File: config.mk
export PLATFORM = sky130hd
export DESIGN_NAME = mbisr_chain_driver
export DESIGN_NICKNAME = d
export VERILOG_FILES = /design/src/rtl/mbisr_chain_pkg.sv /design/src/rtl/mbisr_word_serdes.sv /design/src/rtl/mbisr_chain_driver.sv
export SDC_FILE = /design/constraint.sdc
export NUM_CORES = 1
export LEC_CHECK = 0
export CAP_MARGIN = 0
export CORE_MARGIN = 3
export CORE_UTILIZATION = 49
export CTS_BUF_LIST = sky130_fd_sc_hd__clkbuf_2 sky130_fd_sc_hd__clkbuf_4 sky130_fd_sc_hd__clkbuf_8
export DETAILED_ROUTE_END_ITERATION = 12
export PLACE_DENSITY = 0.79
export SLEW_MARGIN = 40
export SYNTH_ARGS = -nofsm -noshare
export SYNTH_HDL_FRONTEND = slang
export SYNTH_SLANG_ARGS = --single-unit
File: constraint.sdc
create_clock -name CLK -period 1.3 [get_ports CLK]
set_input_delay 0.195 -clock CLK [delete_from_list [all_inputs] [get_ports CLK]]
set_output_delay 0.195 -clock CLK [all_outputs]
set_load 0.1 [all_outputs]
File: src/rtl/mbisr_chain_pkg.sv
// mbisr_chain_pkg: shared constants and types for the BISR repair-chain driver.
//   DEF_WORD_W / DEF_CHAIN_LEN : default repair-register width and chain length
//   OP_CAPTURE / OP_SHIFT      : cmd_op encodings
//   state_t                    : controller FSM states
package mbisr_chain_pkg;
    localparam int DEF_WORD_W    = 26;
    localparam int DEF_CHAIN_LEN = 4;

    localparam logic OP_CAPTURE = 1'b0;
    localparam logic OP_SHIFT   = 1'b1;

    typedef enum logic [2:0] {
        IDLE,
        CAPTURE,
        LOAD,
        SHIFT,
        DONE
    } state_t;
endpackage

File: src/rtl/mbisr_word_serdes.sv
// mbisr_word_serdes: one-word serializer/deserializer for the repair chain.
//   CLK, RSTB  : clock, synchronous active-low reset
//   load       : capture load_data into the tx register and restart the bit count
//   shift_en   : advance one bit (tx LSB out, so into rx MSB)
//   load_data  : word to serialize, LSB first
//   so         : serial data returning from the chain
//   si         : serial data toward the chain (tx LSB)
//   rx_word    : word assembled including the bit being sampled this cycle
//   last_bit   : current shift is the final bit of the word
module mbisr_word_serdes
    import mbisr_chain_pkg::*;
#(
    parameter int WORD_W = DEF_WORD_W
) (
    input  logic              CLK,
    input  logic              RSTB,
    input  logic              load,
    input  logic              shift_en,
    input  logic [WORD_W-1:0] load_data,
    input  logic              so,
    output logic              si,
    output logic [WORD_W-1:0] rx_word,
    output logic              last_bit
);
    localparam int CNT_W = (WORD_W > 1) ? $clog2(WORD_W) : 1;

    logic [WORD_W-1:0] tx_sreg;
    logic [WORD_W-1:0] rx_sreg;
    logic [CNT_W-1:0]  bit_cnt;

    always_ff @(posedge CLK) begin
        if (!RSTB) begin
            tx_sreg <= '0;
            rx_sreg <= '0;
            bit_cnt <= '0;
        end else if (load) begin
            tx_sreg <= load_data;
            bit_cnt <= '0;
        end else if (shift_en) begin
            tx_sreg <= tx_sreg >> 1;
            rx_sreg <= rx_word;
            bit_cnt <= last_bit ? '0 : bit_cnt + 1'b1;
        end
    end

    assign si       = tx_sreg[0];
    // The chain output is already valid at the sampling edge, so the final
    // word is available combinationally on its last shift cycle.
    assign rx_word  = {so, rx_sreg[WORD_W-1:1]};
    assign last_bit = (bit_cnt == CNT_W'(WORD_W - 1));
endmodule

File: src/rtl/mbisr_chain_driver.sv
// mbisr_chain_driver: controller end of the memory BISR repair-register chain.
// Optional feature macro: MBISR_CHAIN_PARITY_EN adds unload_par, the XOR of all
// bits unloaded by the most recent SHIFT command.
//   CLK, RSTB            : clock, synchronous active-low reset
//   cmd_valid/op/ready   : command (0=CAPTURE, 1=SHIFT), accepted only in IDLE
//   in_valid/data/ready  : repair words to shift in, LSB first
//   out_valid/data/ready : 1-deep slot of unloaded words, LSB first
//   CHAIN_SI/SE/CKEN     : chain serial in, scan enable, clock enable
//   CHAIN_SO             : chain serial out
//   busy, done           : not IDLE; one-cycle completion pulse
//   unload_par           : (MBISR_CHAIN_PARITY_EN only) unload parity
module mbisr_chain_driver
    import mbisr_chain_pkg::*;
#(
    parameter int WORD_W    = DEF_WORD_W,
    parameter int CHAIN_LEN = DEF_CHAIN_LEN
) (
    input  logic              CLK,
    input  logic              RSTB,
    input  logic              cmd_valid,
    input  logic              cmd_op,
    output logic              cmd_ready,
    input  logic              in_valid,
    input  logic [WORD_W-1:0] in_data,
    output logic              in_ready,
    output logic              out_valid,
    output logic [WORD_W-1:0] out_data,
    input  logic              out_ready,
    output logic              CHAIN_SI,
    output logic              CHAIN_SE,
    output logic              CHAIN_CKEN,
    input  logic              CHAIN_SO,
    output logic              busy,
    output logic              done
`ifdef MBISR_CHAIN_PARITY_EN
    ,
    output logic              unload_par
`endif
);
    localparam int WC_W = $clog2(CHAIN_LEN + 1);

    state_t            state, state_n;
    logic [WC_W-1:0]   word_cnt;
    logic              load, shift_en;
    logic              si, last_bit;
    logic [WORD_W-1:0] rx_word;
    logic              fill;

    mbisr_word_serdes #(.WORD_W(WORD_W)) u_serdes (
        .CLK       (CLK),
        .RSTB      (RSTB),
        .load      (load),
        .shift_en  (shift_en),
        .load_data (in_data),
        .so        (CHAIN_SO),
        .si        (si),
        .rx_word   (rx_word),
        .last_bit  (last_bit)
    );

    always_comb begin
        state_n    = state;
        cmd_ready  = 1'b0;
        in_ready   = 1'b0;
        CHAIN_CKEN = 1'b0;
        CHAIN_SE   = 1'b1;
        busy       = 1'b1;
        done       = 1'b0;
        load       = 1'b0;
        shift_en   = 1'b0;
        case (state)
            IDLE: begin
                cmd_ready = 1'b1;
                busy      = 1'b0;
                if (cmd_valid)
                    state_n = (cmd_op == OP_SHIFT) ? LOAD : CAPTURE;
            end
            CAPTURE: begin
                CHAIN_CKEN = 1'b1;
                CHAIN_SE   = 1'b0;
                state_n    = DONE;
            end
            LOAD: begin
                // Chain is frozen here; a word only starts once the slot can
                // take its unload, so a word never stalls mid-shift.
                if (in_valid && (!out_valid || out_ready)) begin
                    in_ready = 1'b1;
                    load     = 1'b1;
                    state_n  = SHIFT;
                end
            end
            SHIFT: begin
                CHAIN_CKEN = 1'b1;
                shift_en   = 1'b1;
                if (last_bit)
                    state_n = (word_cnt < WC_W'(CHAIN_LEN - 1)) ? LOAD : DONE;
            end
            DONE: begin
                done    = 1'b1;
                state_n = IDLE;
            end
            default: state_n = IDLE;
        endcase
    end

    assign CHAIN_SI = shift_en & si;
    assign fill     = shift_en & last_bit;

    always_ff @(posedge CLK) begin
        if (!RSTB) begin
            state     <= IDLE;
            word_cnt  <= '0;
            out_valid <= 1'b0;
            out_data  <= '0;
        end else begin
            state <= state_n;
            if (fill)
                out_data <= rx_word;
            // Fill wins over drain: same-cycle fill+drain keeps the slot full.
            if (fill)
                out_valid <= 1'b1;
            else if (out_ready)
                out_valid <= 1'b0;
            if (state == DONE)
                word_cnt <= '0;
            else if (fill)
                word_cnt <= word_cnt + 1'b1;
        end
    end

`ifdef MBISR_CHAIN_PARITY_EN
    always_ff @(posedge CLK) begin
        if (!RSTB)
            unload_par <= 1'b0;
        else if (cmd_valid && cmd_ready && (cmd_op == OP_SHIFT))
            unload_par <= 1'b0;
        else if (shift_en)
            unload_par <= unload_par ^ CHAIN_SO;
    end
`endif
endmodule
[Word level (Yosys, flattened, before mapping)]
Index checks and enable logic that the tools add are counted.
Storage, ports and cells
  output and inout bits: 34
  register bits: 90
  word-level logic and storage cells: 52
Cells by class
  order comparisons: 1
  mux-type cells: 19
  $add $sub $neg: 2
  reduce and logical (&&, ||, !) cells: 11
  bitwise gates (word level): 4
  eq/ne operators: 8
Operator list (number)
  $mux 26: 2
  $mux 3: 4
  $pmux 3 s4: 1
  $mux 1: 10
  $eq 3x2->1 const B: 2
  $ne 2x2->1 const B: 3
  $reduce_or 2->1: 3
  $add 5x1->5 const B: 1
  $eq 5x5->1 const B: 1
  $mux 5: 1
  $reduce_bool 2->1: 2
  $add 3x1->3 const B: 1
  $eq 3x1->1 const B: 1
  $eq 3x3->1 const B: 1
  $logic_not 3->1: 1
  $lt 3x2->1 const B: 1
  $reduce_and 3->1: 1
  $and 1x1->1: 2
  $mux 2: 1
  $not 1->1: 2
  $reduce_and 2->1: 1
  $logic_and 1x1->1: 1
  $logic_not 1->1: 1
  $logic_or 1x1->1: 1

[Logic depth before layout (Yosys ltp)]
Gate-level depths: netlist of run 1.
  depth after elaboration: 7
  gate-level depth with buffers: 7

[By module]
A second synthesis of run 1 with hierarchy kept.
Unflattened totals
  cells, all modules: 444
  area, all modules: 3784.9 um^2
By module, submodules not included
  mbisr_word_serdes: cells each 284, seq. area each 1121.1 um^2, instances 1, area each 2482.4 um^2
  mbisr_chain_driver: cells each 160, seq. area each 660.6 um^2, instances 1, area each 1302.5 um^2

[Least setup slack after synthesis of run 1]
Ideal clock, no wire load.
  path kind: reg2out
  from: register state[1]
  to: output busy
  path slack: -2677 ps
  stages on the path, launching flop included: 4
  path buffers: 1
  data arrival time: 3782 ps
  required time: 1105 ps
  cells stage by stage: dfxtp_1 -> buf_4 -> nor3_1 -> inv_1
On the way
  longest elaborated chain between the ends: 2
Ends and longest elaborated chain
  start, declared: RTL line mbisr_chain_driver.sv:42  | state_t state, state_n;
  start signal, assigned: RTL line mbisr_chain_driver.sv:116  | state <= state_n;
  $logic_not 3->1: RTL line mbisr_chain_driver.sv:71  | case (state)
  $mux 1: RTL line mbisr_chain_driver.sv:71
  end, declared: RTL line mbisr_chain_driver.sv:33  | output logic busy,
No other way between the ends.

[Final worst setup path of run 1]
  from: register state[2]
  to: register u_serdes.tx_sreg[1]
On the way
  longest elaborated chain between the ends: 3
  elaborated cells on any way between the ends: 6
Ends and longest elaborated chain
  $eq 3x2->1: RTL line mbisr_chain_driver.sv:71
  $mux 1: RTL line mbisr_chain_driver.sv:71
  $mux 26 or $reduce_bool 2->1 (tied branches)
  end signal, assigned: RTL line mbisr_word_serdes.sv:37  | tx_sreg <= load_data;
  end signal, assigned: RTL line mbisr_word_serdes.sv:40  | tx_sreg <= tx_sreg >> 1;
  end, declared: RTL line mbisr_word_serdes.sv:27  | logic [WORD_W-1:0] tx_sreg;
Parallel ways exist; a longest one is shown, timed or not.
A chain may end at the register's enable or synchronous reset.

==> metrics.csv, run 1 <==
stage,metric,value,unit
die,die_area,8470,um2
setup_path,r2r_end,u_serdes.tx_sreg[1]$_SDFFE_PN0P_,
timing,relSlewSlack,72.3,%
job,maxCapViolations,0,
routing,drc,2,
clock_tree,cts.htree.levels,3,
setup_path,crit_arrival,1940,ps
routing,first_pass_iters,12,
timing,fin_ws,-356,ps
clock_tree,cts_root_buf,clkbuf_8,
routing,drt_iter0_drc,356,
logic_synthesis,ys_seq_elements,89,
clock_tree,clkLatencyLatePin,370,ps
timing,fmax,604,MHz
die,fp.coreArea,6980,um2
timing,skew,12.2,ps
routing,avgRoutedWirePerCell,26.3,um
placement,port-buffer-count,66,
die,pin_count,67,
setup_path,worst_setup_path_start_kind,flip-flop,
setup_path,crit_start,state[2]$_SDFFE_PN0P_,
timing,setup_violations,96,
logic_synthesis,synth.distinct_cells,36,
routing,viasPerCell,6.27,
timing,fin_crit_sh,127,%
cells_and_area,post-route-util,94.6,%
die,start_util,52.0,%
die,die_h,92.0,um
setup_path,worst_ep_required_time,1590,ps
clock_tree,cts_buffers,9,
setup_path,reg2reg_depth,7,
routing,ant_nets,0,
routing,vias,3889,
cells_and_area,layout_commonest_cell,dfxtp_1,
logic_synthesis,syn-num-nets,446,
cells_and_area,antenna_cells,0,
min_path,hp-class,primary input to flip-flop,
clock_tree,tritoncts,yes,
timing,rsz0062_at_grt,yes,
timing,slew_violations,0,
die,rows,30,
timing,tightest_slew,415,ps
global_routing,gr-total-overflow,0,
cells_and_area,nets,555,
global_routing,grt_use_total,27.4,%
logic_synthesis,yosysWarnings,0,
global_routing,antenna_found_initial,0,
logic_synthesis,synth-seq-area-share,49.1,%
pwr,total_power,6.39,mW
timing,hold_viol,0,
placement,dp_hpwl,5550,um
pwr,ir_drop,1.13,mV
setup_path,crit_path_end_kind,flip-flop,
setup_path,critical_path.endpoint,u_serdes.tx_sreg[1]$_SDFFE_PN0P_,
pwr,power_leakage,2.84,nW
logic_synthesis,synth_cells,410,
global_routing,grt_pass1_vias,3590,
cells_and_area,final_cell_mix,"dfxtp_1, nand2_1, nand2_4",
cells_and_area,area_growth,82.2,%
cells_and_area,drive_gt1_share,56.1,%
die,die_x,92.0,um
setup_path,cp_max_fo,6,
logic_synthesis,avgSynthCellArea,8.85,um2
global_routing,grt_max_degree,42,
clock_tree,clk_pin_slew,100,ps
setup_path,rr_startpoint,state[2]$_SDFFE_PN0P_,
setup_path,worstSetupPathType,flip-flop to flip-flop,
placement,place_congestion,0.766,
run_status,run_status,finished with violations,
clock_tree,clk_path_buf_depth,2,
clock_tree,cts.sinks,89,
setup_path,reg2reg_slack,-360,ps
pwr,p_per_area,967,nW/um2
run_status,violations,"design-rule violations, negative setup slack",
logic_synthesis,netlist_area,3630,um2
timing,fin_crit,1660,ps
global_routing,grt_pass1_wl,18100,um
routing,wl,16300,um
timing,tns,-17580,ps
[metrics by stage]
stage,hold slack (ps),instances,area [um2],worst slack [ps]
final,285,620,6610,-356
after global placement,439,571,5020,-258
after floorplan,330,410,3840,-829
after global routing,275,620,6610,-377
after detailed placement,445,571,5020,-362
after CTS,256,614,5940,-308
[cell usage after synthesis (all sizes together)]
library cell	instances	area share (%)
ha	3	1.0
nand2b	4	0.90
a21oi	5	0.69
nor3b	1	0.21
xor2	1	0.24
a21boi	78	16
nand2	133	14
clkbuf	12	1.2
and3b	3	0.72
nand3b	2	0.52
inv	2	0.21
buf	18	3.6
a32oi	1	0.24
o21ai	3	0.41
a311oi	3	0.72
and2	1	0.17
and4b	1	0.28
xnor2	1	0.24
nor2	11	1.3
nand4b	1	0.41
nor3	3	0.41
and4	1	0.24
a31oi	1	0.17
a41oi	1	0.76
and3	1	0.17
a22oi	25	5.2
and2b	1	0.21
dfxtp	89	49
nand3	4	0.55
[sequential cells by signal, indices dropped and copies added, names as in the netlist]
register	flops
u_serdes.rx_sreg	25
u_serdes.tx_sreg	26
out_data	26
word_cnt	3
out_valid	1
u_serdes.bit_cnt	5
state	3
[power by group]
part	internal (mW)	switching [mW]	total [mW]
clock network	1.11	1.14	2.25
logic	0.619	0.672	1.29
registers	2.78	0.0636	2.85
[metal layers]
metal / track usage, % / share of wire (%) / up-vias
met1: 30.6 / 36 / 1859
met5: 0 / 0 / -
met2: 49.5 / 51 / 309
met4: 13.7 / 6.3 / 0
li1: - / - / 1623
met3: 5.17 / 7.0 / 98
[worst min-delay path by stage]
stage	cells past startpoint	to	startpoint	slack, ps
after floorplan	2	out_data[25]$_SDFFE_PN0P_	CHAIN_SO	330
after global placement	2	out_data[0]$_SDFFE_PN0P_	u_serdes.rx_sreg[1]$_SDFFE_PN0P_	440
after detailed placement	2	u_serdes.tx_sreg[7]$_SDFFE_PN0P_	u_serdes.tx_sreg[7]$_SDFFE_PN0P_	450
after CTS	2	u_serdes.tx_sreg[8]$_SDFFE_PN0P_	RSTB	260
after global routing	2	u_serdes.tx_sreg[5]$_SDFFE_PN0P_	RSTB	270
final	2	u_serdes.tx_sreg[8]$_SDFFE_PN0P_	RSTB	290
[critical path, stage by stage (launching register included)]
cell and delay, ps:
dfxtp_4 390, and3b_2 250, buf_12 150, a41oi_4 250, buf_12 160, buf_16 130
nand2_4 40, a21boi_1 190
[area by class of cell]
type / count / area (um2)
clock buffer: 9 / 124
clock inverter: 7 / 100
fill: 170 / 374
inverter: 2 / 7.51
multi-input combinational: 292 / 2620
sequential: 89 / 1800
tap: 96 / 120
timing repair buffer: 125 / 1840
[logic make-up (layout without fill, tap and decap cells)]
group,Yosys count,in the layout,share of synthesized area [%]
flip-flops,89,89,49.1
AO/OA/AOI/OAI,117,117,24.3
buffers and inverters,32,143,5.07
AND/OR/NAND/NOR,167,170,20.0
adder cells (fa/ha/maj),3,3,1.03
XOR/XNOR,2,2,0.483
[timing repair]
item                       CTS  global route
gates resized for setup    133           159
buffers inserted            19             4
pin swaps                   62            95
hold endpoints to repair     0             0
setup endpoints to repair   89            96
hold buffers                 0             0
gates cloned                 8             5
Power figures use the tool's default switching activity.
==> run 2, diff against run 1 <==
Settings changed: CAP_MARGIN 0 to not set, CORE_UTILIZATION 49 to 50, PLACE_DENSITY 0.79 to 0.77, SKIP_CTS_REPAIR_TIMING set to 1.
Clock period 1.3 ns to 2.1 ns, I/O delays scaled along.
==> metrics.csv, run 2 (same netlist as run 1, synthesis figures left out) <==
stage,metric,value,unit
run_status,run_status,"finished, final reports clean",
setup_path,critical_path.top_delay_family,buffers and inverters,
pwr,combinationalPowerShare,13.6,%
clock_tree,clk_path_buf_depth,2,
setup_path,reg2reg_slack,420,ps
clock_tree,clk_pin_slew,90,ps
routing,drc,0,
setup_path,r2r_end,out_data[3]$_SDFFE_PN0P_,
global_routing,antenna_found_initial,0,
clock_tree,tritoncts,yes,
routing,vias,2950,
pwr,p_int,2.60,mW
setup_path,cp_max_fo,29,
setup_path,crit_chain,buf_4 -> and4_1 -> buf_12 -> buf_12,
routing,viasPerCell,5.19,
cells_and_area,final_cell_mix,"nand2_1, dfxtp_1, a21boi_0",
die,die_x,91.2,um
clock_tree,cts_root_buf,clkbuf_8,
cells_and_area,nets,504,
placement,place_congestion,0.761,
die,rows,30,
cells_and_area,instances_no_fill,568,
routing,avgRoutedWirePerCell,12.8,um
die,fp.coreArea,6910,um2
cells_and_area,layout_commonest_cell,nand2_1,
min_path,holdPathStages,2,
cells_and_area,reg_top3,"out_data x26, u_serdes.tx_sreg x26, u_serdes.rx_sreg x25",
setup_path,crit_path_end_kind,primary output,
die,pin_count,67,
global_routing,grt_pass1_vias,2821,
setup_path,slowest_delay,480,ps
setup_path,critPathMostFrequentCell,buf_12,
pwr,p_per_area,761,nW/um2
timing,setup_violations,0,
timing,fmax,506,MHz
placement,port-buffer-count,66,
min_path,hp-class,primary input to flip-flop,
die,die_area,8310,um2
setup_path,worst_setup_path_start_kind,flip-flop,
timing,fin_crit_sh,94.0,%
pwr,p_sw_share,25.5,%
pwr,power_leakage,1.64,nW
setup_path,crit_slowest_cell,dfxtp_1,
placement,place_inst,553,
timing,fin_crit,1970,ps
pwr,sequentialPowerShare,50.2,%
pwr,p_sw,890,uW
setup_path,crit_arrival,1660,ps
routing,ant_nets,0,
clock_tree,cts_buffers,9,
timing,relSlewSlack,65.5,%
clock_tree,cts.sinks,89,
min_path,hp-start,RSTB,
global_routing,grt_max_degree,48,
timing,hold_viol,0,
timing,whs,406,ps
setup_path,cp.buffers_inverters,3,
pwr,power.share.clock,36.2,%
routing,drt_iter0_drc,122,
global_routing,gr-total-overflow,0,
placement,dpl_cell_area,4370,um2
cells_and_area,antenna_cells,0,
cells_and_area,stdcell_area,4590,um2
cells_and_area,drive_gt1_share,15.7,%
clock_tree,cts.htree.levels,3,
timing,slew_violations,0,
die,die_h,91.2,um
setup_path,rr_startpoint,u_serdes.bit_cnt[1]$_SDFFE_PP0P_,
timing,tightest_slew,515,ps
pwr,ir_drop,0.412,mV
cells_and_area,post-route-util,66.5,%
placement,pre_cts_slack,222,ps
timing,rsz0062_at_grt,no,
clock_tree,clkLatencyLatePin,350,ps
routing,wl,7280,um
routing,first_pass_iters,4,
global_routing,grt_use_total,18.0,%
min_path,hold_end,out_data[4]$_SDFFE_PN0P_,
global_routing,grt_pass1_wl,12300,um
die,start_util,52.5,%
placement,dp_hpwl,4950,um
setup_path,worst_ep_required_time,1780,ps
setup_path,reg2reg_depth,6,
timing,skew,11.5,ps
setup_path,worstSetupPathType,flip-flop to primary output,
cells_and_area,area_growth,26.6,%
job,maxCapViolations,0,
timing,fin_ws,126,ps
-- run 2: worst max path at each step --
stage	from	end	slack [ps]	depth (start not counted)
4_1_cts	state[0]$_SDFFE_PN0P_	CHAIN_SI	4	3
3_5_place_dp	out_ready	in_ready	220	5
6_report	state[1]$_SDFFE_PN0P_	in_ready	130	4
5_1_grt	state[1]$_SDFFE_PN0P_	in_ready	30	4
2_1_floorplan	state[0]$_SDFFE_PN0P_	busy	-150	3
3_3_place_gp	out_ready	in_ready	240	5
-- run 2: metrics by stage --
| stage | power [mW] | setup TNS, ps |
|---|---|---|
| 2_1_floorplan | 2.09 | -205 |
| 3_3_place_gp | 2.26 | 0 |
| 3_5_place_dp | 2.27 | 0 |
| 4_1_cts | 3.52 | 0 |
| 5_1_grt | 3.64 | 0 |
| 6_report | 3.49 | 0 |
-- run 2: final cells by class --
class,instances,area (um2)
Fill cell,596,2320
Sequential cell,89,1780
Multi-Input combinational cell,289,1690
Timing Repair Buffer,77,778
Clock buffer,9,124
Tap cell,96,120
Clock inverter,6,90.1
Inverter,2,7.51
-- run 2: power groups by stage --
stage	clock [mW]	combinational, mW	sequential, mW
3_3_place_gp	0	0.467	1.79
6_report	1.27	0.474	1.75
3_5_place_dp	0	0.475	1.79
2_1_floorplan	0	0.315	1.78
4_1_cts	1.29	0.475	1.75
5_1_grt	1.38	0.504	1.76
-- run 2: routing by layer --
metal / vias up / wire [um] / global-route usage [%]
met2: 54 / 3670 / 31.8
met4: 0 / 119 / 7.54
met3: 9 / 271 / 3.89
met1: 1387 / 3220 / 20.9
li1: 1500 / - / -
met5: - / 0 / 0
